===== config.mk =====
export PLATFORM = sky130hd
export DESIGN_NAME = ddr_to_rgb
export DESIGN_NICKNAME = d
export VERILOG_FILES = /design/src/rtl/ddr_to_rgb_pkg.sv /design/src/rtl/mcb_burst_planner.sv /design/src/rtl/ddr_to_rgb.sv
export SDC_FILE = /design/constraint.sdc
export NUM_CORES = 1
export LEC_CHECK = 0
export BUFFER_PORTS_ARGS = -buffer_cell sky130_fd_sc_hd__buf_2
export CORE_AREA = 8 8 110 112
export DETAILED_ROUTE_END_ITERATION = 7
export DIE_AREA = 0 0 118 120
export PLACE_DENSITY_LB_ADDON = 0.15
export SLEW_MARGIN = 20
export SYNTH_ARGS = -nofsm -noshare
export SYNTH_HDL_FRONTEND = slang
export SYNTH_SLANG_ARGS = --single-unit

===== constraint.sdc =====
create_clock -name clk -period 8 [get_ports clk]
set_clock_uncertainty 0.2 [all_clocks]
set_input_delay 0.4 -clock clk [delete_from_list [all_inputs] [get_ports clk]]
set_output_delay 0.4 -clock clk [all_outputs]
set_load 0.02 [all_outputs]

===== src/rtl/ddr_to_rgb_pkg.sv =====
// Shared types and constants for the DDR-to-pixel read path (ddr_to_rgb).
package ddr_to_rgb_pkg;

   typedef enum logic [2:0] {
      ST_IDLE,
      ST_WAIT_SPACE,
      ST_CMD,
      ST_DATA,
      ST_DONE
   } state_e;

   localparam logic [2:0]  MCB_CMD_READ   = 3'b001;
   localparam int unsigned FREE_MARGIN    = 4;
   localparam int unsigned BYTES_PER_WORD = 4;
   // Burst length field width: holds 1..64 words.
   localparam int unsigned LEN_W          = 7;

endpackage


===== src/rtl/mcb_burst_planner.sv =====
// MCB burst planner: tracks frame address/remaining words, sizes the next burst
// and decides whether the downstream FIFO has room for it.
module mcb_burst_planner
   import ddr_to_rgb_pkg::*;
#(
   parameter int unsigned BURST_LEN        = 32,
   parameter int unsigned FIFO_DEPTH       = 4096,
   parameter int unsigned DATA_COUNT_WIDTH = $clog2(FIFO_DEPTH) + 1,
   parameter int unsigned FRAME_BASE_ADDR  = 0,
   parameter int unsigned FRAME_PIXELS     = 786432,
   parameter int unsigned REM_W            = $clog2(FRAME_PIXELS + 1)
) (
   input  logic                        clk_i,
   input  logic                        rst_i,
   input  logic                        load_i,
   input  logic                        advance_i,
   input  logic [DATA_COUNT_WIDTH-1:0] fifo_count_i,
   output logic [29:0]                 addr_o,
   output logic [LEN_W-1:0]            len_o,
   output logic                        space_ok_o,
   output logic                        last_o
);

   logic [29:0]      addr_q, addr_d;
   logic [REM_W-1:0] rem_q, rem_d;

   always_comb begin
      if (32'(rem_q) >= BURST_LEN) len_o = LEN_W'(BURST_LEN);
      else                         len_o = LEN_W'(rem_q);
   end

   // Summed form avoids underflow if the reported count ever exceeds the depth.
   assign space_ok_o = (32'(fifo_count_i) + 32'(len_o) + FREE_MARGIN) <= FIFO_DEPTH;
   assign last_o     = (rem_q == REM_W'(len_o));
   assign addr_o     = addr_q;

   always_comb begin
      addr_d = addr_q;
      rem_d  = rem_q;
      if (load_i) begin
         addr_d = 30'(FRAME_BASE_ADDR);
         rem_d  = REM_W'(FRAME_PIXELS);
      end else if (advance_i) begin
         addr_d = addr_q + 30'(32'(len_o) * BYTES_PER_WORD);
         rem_d  = rem_q - REM_W'(len_o);
      end
   end

   always_ff @(posedge clk_i) begin
      if (rst_i) begin
         addr_q <= '0;
         rem_q  <= '0;
      end else begin
         addr_q <= addr_d;
         rem_q  <= rem_d;
      end
   end

endmodule


===== src/rtl/ddr_to_rgb.sv =====
// Frame fetch from DDR (MCB user port) into the pixel output FIFO.
// Optional status outputs enabled by DDR_TO_RGB_STATUS_EN.
module ddr_to_rgb
   import ddr_to_rgb_pkg::*;
#(
   parameter int unsigned RGB_WIDTH        = 24,
   parameter int unsigned FIFO_DEPTH       = 4096,
   parameter int unsigned DATA_COUNT_WIDTH = $clog2(FIFO_DEPTH) + 1,
   parameter int unsigned BURST_LEN        = 32,
   parameter int unsigned FRAME_BASE_ADDR  = 0,
   parameter int unsigned FRAME_PIXELS     = 786432
) (
   input  logic                        clk,
   input  logic                        rst,
   input  logic                        frame_start,
   output logic                        busy,
   output logic                        frame_done,
   output logic                        cmd_en,
   output logic [2:0]                  cmd_instr,
   output logic [5:0]                  cmd_bl,
   output logic [29:0]                 cmd_byte_addr,
   input  logic                        cmd_full,
   output logic                        rd_en,
   input  logic [31:0]                 rd_data,
   input  logic                        rd_empty,
   output logic [RGB_WIDTH-1:0]        fifo_data_in,
   output logic                        fifo_write_enable,
   input  logic                        fifo_full,
   input  logic [DATA_COUNT_WIDTH-1:0] fifo_wr_data_count
`ifdef DDR_TO_RGB_STATUS_EN
   ,
   output logic                        err_overflow,
   output logic [15:0]                 frame_count,
   output logic [15:0]                 stall_cycles
`endif
);

   state_e               state_q, state_d;
   logic [LEN_W-1:0]     beat_q;
   logic                 done_wait_q;
   logic [RGB_WIDTH-1:0] fifo_data_q;
   logic                 fifo_wr_q;

   logic                 accept, pop, last_pop;
   logic [29:0]          addr;
   logic [LEN_W-1:0]     len;
   logic                 space_ok, last;
   logic                 unused_ok;

   assign unused_ok = ^{rd_data[31:RGB_WIDTH], fifo_full};

   mcb_burst_planner #(
      .BURST_LEN        (BURST_LEN),
      .FIFO_DEPTH       (FIFO_DEPTH),
      .DATA_COUNT_WIDTH (DATA_COUNT_WIDTH),
      .FRAME_BASE_ADDR  (FRAME_BASE_ADDR),
      .FRAME_PIXELS     (FRAME_PIXELS)
   ) u_planner (
      .clk_i        (clk),
      .rst_i        (rst),
      .load_i       (accept),
      .advance_i    (last_pop),
      .fifo_count_i (fifo_wr_data_count),
      .addr_o       (addr),
      .len_o        (len),
      .space_ok_o   (space_ok),
      .last_o       (last)
   );

   always_ff @(posedge clk) begin
      if (rst) state_q <= ST_IDLE;
      else     state_q <= state_d;
   end

   always_comb begin
      state_d = state_q;
      case (state_q)
         ST_IDLE:       if (frame_start && rd_empty) state_d = ST_WAIT_SPACE;
         ST_WAIT_SPACE: if (!cmd_full && space_ok)   state_d = ST_CMD;
         ST_CMD:        state_d = ST_DATA;
         ST_DATA:       if (last_pop) state_d = last ? ST_DONE : ST_WAIT_SPACE;
         ST_DONE:       if (done_wait_q) state_d = ST_IDLE;
         default:       state_d = ST_IDLE;
      endcase
   end

   // rd_en is held off during reset so no word is popped while the frame aborts.
   always_comb begin
      busy          = 1'b0;
      frame_done    = 1'b0;
      cmd_en        = 1'b0;
      cmd_bl        = '0;
      cmd_byte_addr = '0;
      rd_en         = 1'b0;
      accept        = 1'b0;
      pop           = 1'b0;
      last_pop      = 1'b0;
      case (state_q)
         ST_IDLE: begin
            rd_en  = !rd_empty && !rst;
            accept = frame_start && rd_empty;
         end
         ST_WAIT_SPACE: busy = 1'b1;
         ST_CMD: begin
            busy          = 1'b1;
            cmd_en        = 1'b1;
            cmd_bl        = 6'(len - LEN_W'(1));
            cmd_byte_addr = addr;
         end
         ST_DATA: begin
            busy     = 1'b1;
            rd_en    = !rd_empty && !rst;
            pop      = rd_en;
            last_pop = pop && ((beat_q + LEN_W'(1)) == len);
         end
         ST_DONE: begin
            busy       = 1'b1;
            frame_done = done_wait_q;
         end
         default: ;
      endcase
   end

   always_ff @(posedge clk) begin
      if (rst) begin
         beat_q      <= '0;
         done_wait_q <= 1'b0;
         fifo_data_q <= '0;
         fifo_wr_q   <= 1'b0;
      end else begin
         if (state_q == ST_CMD) beat_q <= '0;
         else if (pop)          beat_q <= beat_q + LEN_W'(1);
         done_wait_q <= (state_q == ST_DONE) && !done_wait_q;
         fifo_wr_q   <= pop;
         if (pop) fifo_data_q <= rd_data[RGB_WIDTH-1:0];
      end
   end

   assign cmd_instr         = MCB_CMD_READ;
   assign fifo_data_in      = fifo_data_q;
   assign fifo_write_enable = fifo_wr_q;

`ifdef DDR_TO_RGB_STATUS_EN
   logic        err_q;
   logic [15:0] frame_cnt_q;
   logic [15:0] stall_q;

   always_ff @(posedge clk) begin
      if (rst) begin
         err_q       <= 1'b0;
         frame_cnt_q <= '0;
         stall_q     <= '0;
      end else begin
         if (fifo_wr_q && fifo_full) err_q <= 1'b1;
         if (frame_done) frame_cnt_q <= frame_cnt_q + 16'd1;
         if (accept) stall_q <= '0;
         else if (state_q == ST_WAIT_SPACE && stall_q != '1) stall_q <= stall_q + 16'd1;
      end
   end

   assign err_overflow = err_q;
   assign frame_count  = frame_cnt_q;
   assign stall_cycles = stall_q;
`endif

endmodule


==> impl_metrics.json, run 1 <==
{
  "crit_type": "register to register",
  "cts.repair.resized": 0,
  "initial_core_util_pct": 47.9,
  "synthCells": 642,
  "max_slew.worst_pin.slew_ns": 1.05,
  "hp-class": "primary input to register",
  "port_buffers": 104,
  "avgSynthCellArea_um2": 7.84,
  "area_growth_syn_to_layout_pct": 18.1,
  "p_leak_nw": 2.64,
  "crit_fanout": 15,
  "clk_path_buf_depth": 2,
  "reg2reg_slack_ns": 3.63,
  "drive_above_1_share_pct": 18.1,
  "antenna_left": 0,
  "nets": 810,
  "yosysSeqAreaShare_pct": 33.4,
  "crit_required_ns": 8.09,
  "ir_drop_uv": 97.6,
  "cts-htree-levels": 3,
  "critical_path.endpoint_type": "register",
  "period_share_pct": 54.6,
  "crit_chain": "nor4_4 > and4_1 > nand2_1 > inv_1 > ha_1 > inv_1 > fa_1 > nor2b_1 > o31ai_1 > a21oi_1 > o21ai_0 > or4_4 > or4_1 > a21oi_1",
  "wirelength_um": 13500,
  "vias": 4915,
  "n_antenna_cell": 0,
  "grt.overflow.total": 0,
  "rsz0062_at_grt": "false",
  "hold_viol": 0,
  "synth_edf_count": 0,
  "clock_latency_ns": 0.36,
  "hold_buffers": 16,
  "grt_pass1_vias": 4847,
  "finalWorstSetupSlack_ns": 3.63,
  "max-cap-violations": 0,
  "grt_usage_pct": 19.0,
  "die_h_um": 120,
  "synthFlopType": "dfxtp_1",
  "ys_warn_count": 0,
  "grt_max_degree": 39,
  "status": "complete, no violations",
  "viasPerCell": 5.55,
  "finalSetupViolCount": 0,
  "fp.coreArea_um2": 10500,
  "cp.arrival_ns": 4.46,
  "grt_pass1_wl_um": 22800,
  "wl_per_cell_um": 15.3,
  "critPathSlowestCell": "and4_1",
  "drc": 0,
  "max_stage_delay_ns": 0.56,
  "clkTransAtPathRegs_ns": 0.10,
  "io_pins": 119,
  "cts.sinks": 84,
  "grt_antenna_before_repair": 0,
  "async_flop_share_pct": 0,
  "relSlewSlack_pct": 29.6,
  "ys_ff_latch": 84,
  "worst_setup_path_start_kind": "register",
  "first_pass_iters": 5,
  "period_minus_slack_ns": 4.37,
  "cts_buffers": 9,
  "power_density_nw_per_um2": 136,
  "post_cts_buffers": 0,
  "ys_types": 56,
  "layout_common_cells": "105 x nand2_1, 104 x buf_2, 84 x dfxtp_1",
  "maxSlewViolCount": 0,
  "place_ws_ns": 3.61,
  "syn-cell-area_um2": 5030,
  "place.gp.congestion": 0.875,
  "finalSetupTns_ns": 0,
  "cts-root-buf": "clkbuf_8",
  "die_area_um2": 14200,
  "dp_hpwl_um": 9670,
  "tritoncts": "built",
  "dieWidth_um": 118,
  "drt_iter0_drc": 357,
  "mostFrequentLayoutCell": "nand2_1",
  "fmax_mhz": 229,
  "row_count": 38
}
path summary, 6_finish.rpt:
| kind | end | cells after the start | start |
|---|---|---|---|
| worst min-delay path | fifo_data_in[9] | 3 | rd_data[9] |
| worst max register to register | u_planner.addr_o[22] | 14 | u_planner.rem_q[8] |
| worst max-delay path | u_planner.addr_o[22] | 14 | u_planner.rem_q[8] |
| worst min register to register | u_planner.addr_o[5] | 2 | u_planner.addr_o[5] |
power breakdown:
| part | switching (mW) | internal, mW |
|---|---|---|
| Clock | 0.180 | 0.124 |
| Combinational | 0.0504 | 0.0323 |
| Sequential | 0.00250 | 0.420 |
state kept, by name, indices dropped and copies added (netlist names):
signal	flops
fifo_data_in	24
fifo_write_enable	1
u_planner.rem_q	20
u_planner.addr_o	28
done_wait_q	1
beat_q	7
state_q	3
logic make-up after synthesis:
group                      share of synthesized area [%]
AOI/OAI and AO/OA                                   14.2
xor gates and xnor gates                            5.44
adders and majority gates                           5.02
buffers and inverters                               4.90
DFF                                                 33.4
muxes                                               1.99
other                                              0.149
and+or+nand+nor                                     34.9
metal layers:
layer | global-route usage [%] | part of all wire (%) | vias to the layer above
met5 | 0 | 0 | -
met4 | 5.76 | 0.99 | 0
met3 | 5.92 | 7.1 | 10
met2 | 33.0 | 48 | 135
met1 | 22.0 | 44 | 2305
li1 | - | - | 2465
synthesized netlist by cell type (all sizes together) (11+ instances only):
library cell | number | area (um2)
nor3 | 11 | 55.1
nor2 | 46 | 173
nor4 | 11 | 120
nand3b | 26 | 195
xnor2 | 19 | 166
clkbuf | 30 | 113
ha | 17 | 213
a21oi | 49 | 245
or4 | 22 | 169
or3 | 13 | 81.3
o21ai | 25 | 125
nand3 | 20 | 100
inv | 18 | 67.6
and2 | 32 | 200
o31ai | 15 | 113
nand2 | 105 | 394
dfxtp | 84 | 1680
per-stage QoR:
stage / cell area (um2) / hold slack [ns] / utilization [%] / power [mW] / instances
after floorplan: 5060 / 0.239 / - / 0.484 / 648
after global placement: 5580 / 0.254 / 53.1 / 0.505 / 853
after detailed placement: 5580 / 0.262 / 53.1 / 0.508 / 853
after CTS: 5940 / 0.00377 / 56.5 / 0.821 / 885
after global routing: 5950 / 0.0157 / 56.6 / 0.844 / 885
final: 5950 / 0.0160 / 56.6 / 0.809 / 885
worst max-delay path: cells and delay by family (launching register included):
family	cells	cell delay (ns)
and+or+nand+nor	6	2.31
adders and majority gates	2	0.59
DFF	1	0.37
AOI/OAI and AO/OA	4	0.64
buffers and inverters	2	0.19
layout make-up:
type                            count  area [um2]
Timing Repair Buffer              121         688
Clock inverter                      7        75.1
Multi-Input combinational cell    506        3140
Inverter                           18        67.6
Clock buffer                        9         124
Fill cell                        1026        4560
Tap cell                          140         175
Sequential cell                    84        1680
Note: power is estimated with default switching activity, not from simulation.
==> run 2: changes to the inputs <==
==> constraint.sdc (replaced) <==
create_clock -name clk -period 4.05 [get_ports clk]
set_clock_uncertainty 0.2 [all_clocks]
set_input_delay 0.2025 -clock clk [delete_from_list [all_inputs] [get_ports clk]]
set_output_delay 0.2025 -clock clk [all_outputs]
set_load 0.02 [all_outputs]
==> run 2 against run 1 <==
Net effect: non-clock buffer count is 20 higher; cell count is 2.3% higher; flip-flop and latch count stayed put; register-to-register slack worse by 3.4 ns; worst hold slack better by 0.064 ns; sequential power is 98% higher; largest cell class unchanged; largest power group unchanged; highest routed layer unchanged.
==> impl_metrics.json, run 2 (synthesis gave the netlist of run 1 again) <==
{
  "crit_type": "register to register",
  "nFillCells": 971,
  "nets": 830,
  "die_h_um": 120,
  "drc": 0,
  "vias": 5046,
  "final_util_pct": 58.3,
  "crit_chain": "nor4_4 > buf_4 > nand4_2 > or4_1 > a32o_1 > or3_1 > or4_1 > a21oi_1",
  "wirelength_um": 14000,
  "port_buffers": 104,
  "hp-start": "frame_start",
  "grt_usage_pct": 19.4,
  "critical_path.endpoint_type": "register",
  "reg2reg_slack_ns": 0.20,
  "cts_buffers": 9,
  "relSlewSlack_pct": 38.1,
  "critPathSlowestCell": "or3_1",
  "tritoncts": "built",
  "numPlacedInstances": 860,
  "grt_pass1_vias": 4899,
  "p_comb_share_pct": 10.7,
  "io_pins": 119,
  "multi_input_comb_area_um2": 3130,
  "area_growth_syn_to_layout_pct": 21.6,
  "ir_drop_uv": 149,
  "grt.overflow.total": 0,
  "period_share_pct": 95.1,
  "status": "complete, no violations",
  "row_count": 38,
  "grt_max_degree": 39,
  "r2r_end": "u_planner.rem_q[10]",
  "max_stage_delay_ns": 0.69,
  "p_leak_nw": 2.73,
  "switching_power_mw": 0.440,
  "cp.arrival_ns": 3.92,
  "grt_pass1_wl_um": 23500,
  "r2r-start": "u_planner.rem_q[19]",
  "regArea_um2": 1690,
  "rr_worst_depth": 8,
  "place.gp.congestion": 0.880,
  "largest_reg_flops": 28,
  "clock_latency_ns": 0.35,
  "whs_path_depth": 5,
  "fin_cells": 905,
  "n_antenna_cell": 0,
  "fp.coreArea_um2": 10500,
  "worst_setup_path_start_kind": "register",
  "cts.sinks": 84,
  "pwr-share-seq_pct": 50.9,
  "path_common_cell": "or4_1",
  "p_total_mw": 1.64,
  "cts-htree-levels": 3,
  "dieWidth_um": 118,
  "layout_common_cells": "105 x nand2_1, 104 x buf_2, 81 x dfxtp_1",
  "fmax_mhz": 260,
  "finalSetupViolCount": 0,
  "wl_per_cell_um": 15.4,
  "max_slew.worst_pin.slew_ns": 0.903,
  "whs_endpoint": "state_q[0]",
  "p_int_mw": 1.20,
  "drive_above_1_share_pct": 19.9,
  "hold_viol": 0,
  "hp-class": "primary input to register",
  "max-cap-violations": 0,
  "pwr-share-clk_pct": 38.5,
  "dp_hpwl_um": 9640,
  "period_minus_slack_ns": 3.85,
  "grt_antenna_before_repair": 0,
  "cp_top_family": "simple AND/OR/NAND/NOR gates",
  "cts-root-buf": "clkbuf_8",
  "power_density_nw_per_um2": 268,
  "die_area_um2": 14200,
  "crit_required_ns": 4.12,
  "mostFrequentLayoutCell": "nand2_1",
  "initial_core_util_pct": 47.9,
  "viasPerCell": 5.58,
  "p_sw_share_pct": 26.9,
  "drt_iter0_drc": 419,
  "crit_fanout": 18,
  "maxSlewViolCount": 0,
  "antenna_left": 0,
  "clkTransAtPathRegs_ns": 0.10,
  "first_pass_iters": 5,
  "critical_path_buf_inv_count": 1,
  "clk_path_buf_depth": 2
}
run 2: cell types whose count changed in the layout (fill, tap and decap cells not counted), moves of 2 or more:
cell           previous run  this run
dfxtp_2                   0         3
inv_8                     3         1
buf_4                     1        12
dlygate4sd3_1            16        24
dfxtp_1                  84        81
run 2: what timing repair did:
| action | in CTS | in global routing |
|---|---|---|
| endpoints found under the hold margin | 24 | 0 |
| gates resized for setup | 0 | 7 |
| buffers inserted | 0 | 5 |
| hold buffers | 24 | 0 |
| setup endpoints to repair | 0 | 6 |
run 2: worst max-delay path by stage:
stage / startpoint / to / slack (ns) / cells after the start
final: u_planner.rem_q[19] / u_planner.rem_q[10] / 0.20 / 8
after global routing: u_planner.rem_q[11] / u_planner.addr_o[22] / -0.005 / 14
after CTS: u_planner.rem_q[8] / u_planner.addr_o[22] / 0.18 / 14
after detailed placement: u_planner.rem_q[8] / u_planner.addr_o[22] / 0.22 / 14
after global placement: u_planner.rem_q[8] / u_planner.addr_o[22] / 0.24 / 14
after floorplan: u_planner.rem_q[8] / u_planner.addr_o[22] / 0.14 / 16
run 2: power by group through the flow:
stage	combinational, mW	clock, mW	sequential, mW
4_1_cts	0.170	0.649	0.834
3_3_place_gp	0.148	0	0.853
5_1_grt	0.192	0.686	0.835
2_1_floorplan	0.103	0	0.852
6_report	0.175	0.630	0.834
3_5_place_dp	0.151	0	0.853
run 2: worst reg2reg max path, delay by kind of cell (launching register included):
family	cells	cell delay, ns
simple gates	5	2.44
compound gates	2	0.62
buf+inv	1	0.18
flops	1	0.35
run 2: layout make-up:
class / instances / share of cell area (%)
clock inverters: 7 / 1.33
inverters: 18 / 1.10
clock buffers: 9 / 2.02
multi-input cells: 506 / 51.2
repair buffers: 141 / 14.0
flip-flops and latches: 84 / 27.5
well taps: 140 / 2.86
run 2: metal layers:
layer / GRT usage (%) / up-vias / wire (um)
met5: 0 / - / 0
met2: 31.5 / 159 / 6430
li1: - / 2501 / -
met4: 6.89 / 0 / 232
met3: 5.54 / 18 / 1030
met1: 24.3 / 2368 / 6290
run 2: through the flow:
stage | setup TNS, ns | instance area, um2 | setup WS, ns | hold slack, ns
6_report | 0 | 6120 | 0.199 | 0.0803
5_1_grt | -0.00539 | 6120 | -0.00539 | 0.0822
4_1_cts | 0 | 6080 | 0.183 | 0.0548
3_5_place_dp | 0 | 5630 | 0.219 | 0.189
3_3_place_gp | 0 | 5630 | 0.241 | 0.185
2_1_floorplan | 0 | 5060 | 0.139 | 0.101
==> run 3: changes to the inputs <==
--- a/config.mk
+++ b/config.mk
@@ -5,12 +5,12 @@
 export SDC_FILE = /design/constraint.sdc
 export NUM_CORES = 1
 export LEC_CHECK = 0
-export BUFFER_PORTS_ARGS = -buffer_cell sky130_fd_sc_hd__buf_2
 export CORE_AREA = 8 8 110 112
 export DETAILED_ROUTE_END_ITERATION = 7
 export DIE_AREA = 0 0 118 120
+export DONT_BUFFER_PORTS = 1
 export PLACE_DENSITY_LB_ADDON = 0.15
-export SLEW_MARGIN = 20
+export SLEW_MARGIN = 30
 export SYNTH_ARGS = -nofsm -noshare
 export SYNTH_HDL_FRONTEND = slang
 export SYNTH_SLANG_ARGS = --single-unit
==> run 3 against run 2 <==
Net effect: worst setup slack better by 0.0017 ns; non-clock buffer count is 101 lower; via count is 9.3% lower; fmax hardly changed; combinational power is 15% lower; sequential power hardly changed; clock power is 11% higher; core utilization is 4.3 points lower; cell area is 7.5% lower; flip-flop and latch count stayed put; register-to-register slack hardly changed; clock-buffer cell count stayed put; critical endpoint is now u_planner.addr_o[18].
==> impl_metrics.json, run 3 (synthesis gave the netlist of run 1 again) <==
{
  "grt_antenna_before_repair": 0,
  "drt_iter0_drc": 393,
  "status": "complete, no violations",
  "cp.arrival_ns": 3.94,
  "grt.overflow.total": 0,
  "rr_worst_depth": 15,
  "vias": 4575,
  "p_int_mw": 1.24,
  "initial_core_util_pct": 47.9,
  "crit_fanout": 7,
  "fin_cells": 804,
  "p_comb_share_pct": 8.9,
  "n_antenna_cell": 0,
  "drive_above_1_share_pct": 7.68,
  "pwr-share-seq_pct": 49.6,
  "area_growth_syn_to_layout_pct": 12.5,
  "clk_path_buf_depth": 2,
  "r2r-start": "u_planner.rem_q[11]",
  "period_share_pct": 95.0,
  "clkTransAtPathRegs_ns": 0.10,
  "grt_pass1_wl_um": 22300,
  "final_cell_area_um2": 5670,
  "pwr-share-clk_pct": 41.6,
  "clock_latency_ns": 0.37,
  "r2r_end": "u_planner.addr_o[18]",
  "hp-start": "frame_start",
  "dieWidth_um": 118,
  "dr_wl_met3_um": 878,
  "dpl_cell_area_um2": 5120,
  "fp.coreArea_um2": 10500,
  "cts-htree-levels": 3,
  "crit_type": "register to register",
  "dp_hpwl_um": 9360,
  "p_sw_share_pct": 26.2,
  "wl_per_cell_um": 16.9,
  "grt_usage_pct": 18.8,
  "wirelength_um": 13600,
  "p_leak_nw": 2.23,
  "finalSetupViolCount": 0,
  "reg2reg_slack_ns": 0.20,
  "critical_path.endpoint_type": "register",
  "highest_layer": "met4",
  "hold-worst-slack_ns": 0.0316,
  "max-cap-violations": 0,
  "whs_endpoint": "u_planner.rem_q[19]",
  "grt_max_degree": 38,
  "power_density_nw_per_um2": 298,
  "ir_drop_uv": 178,
  "cts_buffers": 9,
  "max_slew.worst_pin.slew_ns": 0.864,
  "crit_required_ns": 4.14,
  "numPlacedInstances": 757,
  "cts.sinks": 84,
  "worst_setup_path_start_kind": "register",
  "viasPerCell": 5.69,
  "maxSlewViolCount": 0,
  "drc": 0,
  "die_area_um2": 14200,
  "cts-root-buf": "clkbuf_8",
  "largest_reg_flops": 28,
  "wl_met2_um": 6400,
  "hold_viol": 0,
  "whs_path_depth": 4,
  "die_h_um": 120,
  "place.gp.congestion": 0.846,
  "wl_met1_um": 6090,
  "period_minus_slack_ns": 3.85,
  "layout_common_cells": "105 x nand2_1, 80 x dfxtp_1, 49 x a21oi_1",
  "io_pins": 119,
  "fmax_mhz": 260,
  "hp-class": "primary input to register",
  "row_count": 38,
  "first_pass_iters": 5,
  "switching_power_mw": 0.442,
  "tritoncts": "built",
  "antenna_left": 0,
  "nets": 729,
  "grt_pass1_vias": 4529,
  "mostFrequentLayoutCell": "nand2_1",
  "relSlewSlack_pct": 40.8,
  "port_buffers": 0
}
==> run 3: per-stage QoR <==
stage | worst slack, ns | TNS (ns) | power (mW) | util [%]
finish | 0.201 | 0 | 1.69 | 53.9
global route | -0.0134 | -0.0221 | 1.75 | 53.9
CTS | 0.0567 | 0 | 1.70 | 53.6
detailed placement | 0.0982 | 0 | 0.974 | 48.7
global placement | 0.198 | 0 | 0.971 | 48.7
floorplan | 0.139 | 0 | 0.955 | -
==> run 3: repair_timing <==
| action | 4_1_cts | 5_1_grt |
|---|---|---|
| endpoints found under the hold margin | 41 | 0 |
| gates resized for setup | 0 | 12 |
| endpoints found under the setup margin | 0 | 12 |
| buffers inserted | 0 | 3 |
| hold buffers | 28 | 0 |
==> run 3: worst max path at each step <==
stage / from / endpoint / slack (ns) / depth (start not counted)
4_1_cts: u_planner.rem_q[12] / u_planner.addr_o[22] / 0.06 / 14
3_5_place_dp: u_planner.rem_q[12] / u_planner.addr_o[22] / 0.1 / 14
2_1_floorplan: u_planner.rem_q[8] / u_planner.addr_o[22] / 0.14 / 16
5_1_grt: u_planner.rem_q[11] / u_planner.addr_o[18] / -0.01 / 15
3_3_place_gp: u_planner.rem_q[8] / u_planner.addr_o[22] / 0.20 / 14
6_report: u_planner.rem_q[11] / u_planner.addr_o[18] / 0.20 / 15
==> run 3: power by group through the flow <==
stage | Clock [mW] | Sequential, mW | Combinational [mW]
after CTS | 0.716 | 0.836 | 0.146
after global routing | 0.753 | 0.837 | 0.164
after floorplan | 0 | 0.852 | 0.103
final | 0.701 | 0.836 | 0.149
after detailed placement | 0 | 0.855 | 0.119
after global placement | 0 | 0.855 | 0.117
==> run 3: area by class of cell <==
cell class                      count  area [um2]
Fill cell                        1005        4840
Multi-Input combinational cell    506        3140
Sequential cell                    84        1690
Timing Repair Buffer               40         365
Tap cell                          140         175
Clock buffer                        9         124
Clock inverter                      7         105
Inverter                           18        67.6
==> run 3: layer usage <==
metal	up-vias	track usage [%]
met2	114	31.1
met1	2159	22.9
met4	0	5.68
li1	2288	-
met3	14	6.20
met5	-	0
==> run 3: critical path: stages, from the launching register on <==
cell and delay (ns):
dfxtp_2 0.36, nor4_4 0.37, and4_4 0.29, nand2_1 0.09
inv_2 0.10, ha_1 0.17, inv_1 0.05, fa_1 0.41
nor2b_2 0.17, o31ai_2 0.09, a21oi_1 0.15, o21ai_1 0.11
or4_4 0.60, buf_4 0.19, or3_1 0.30, a21oi_1 0.13
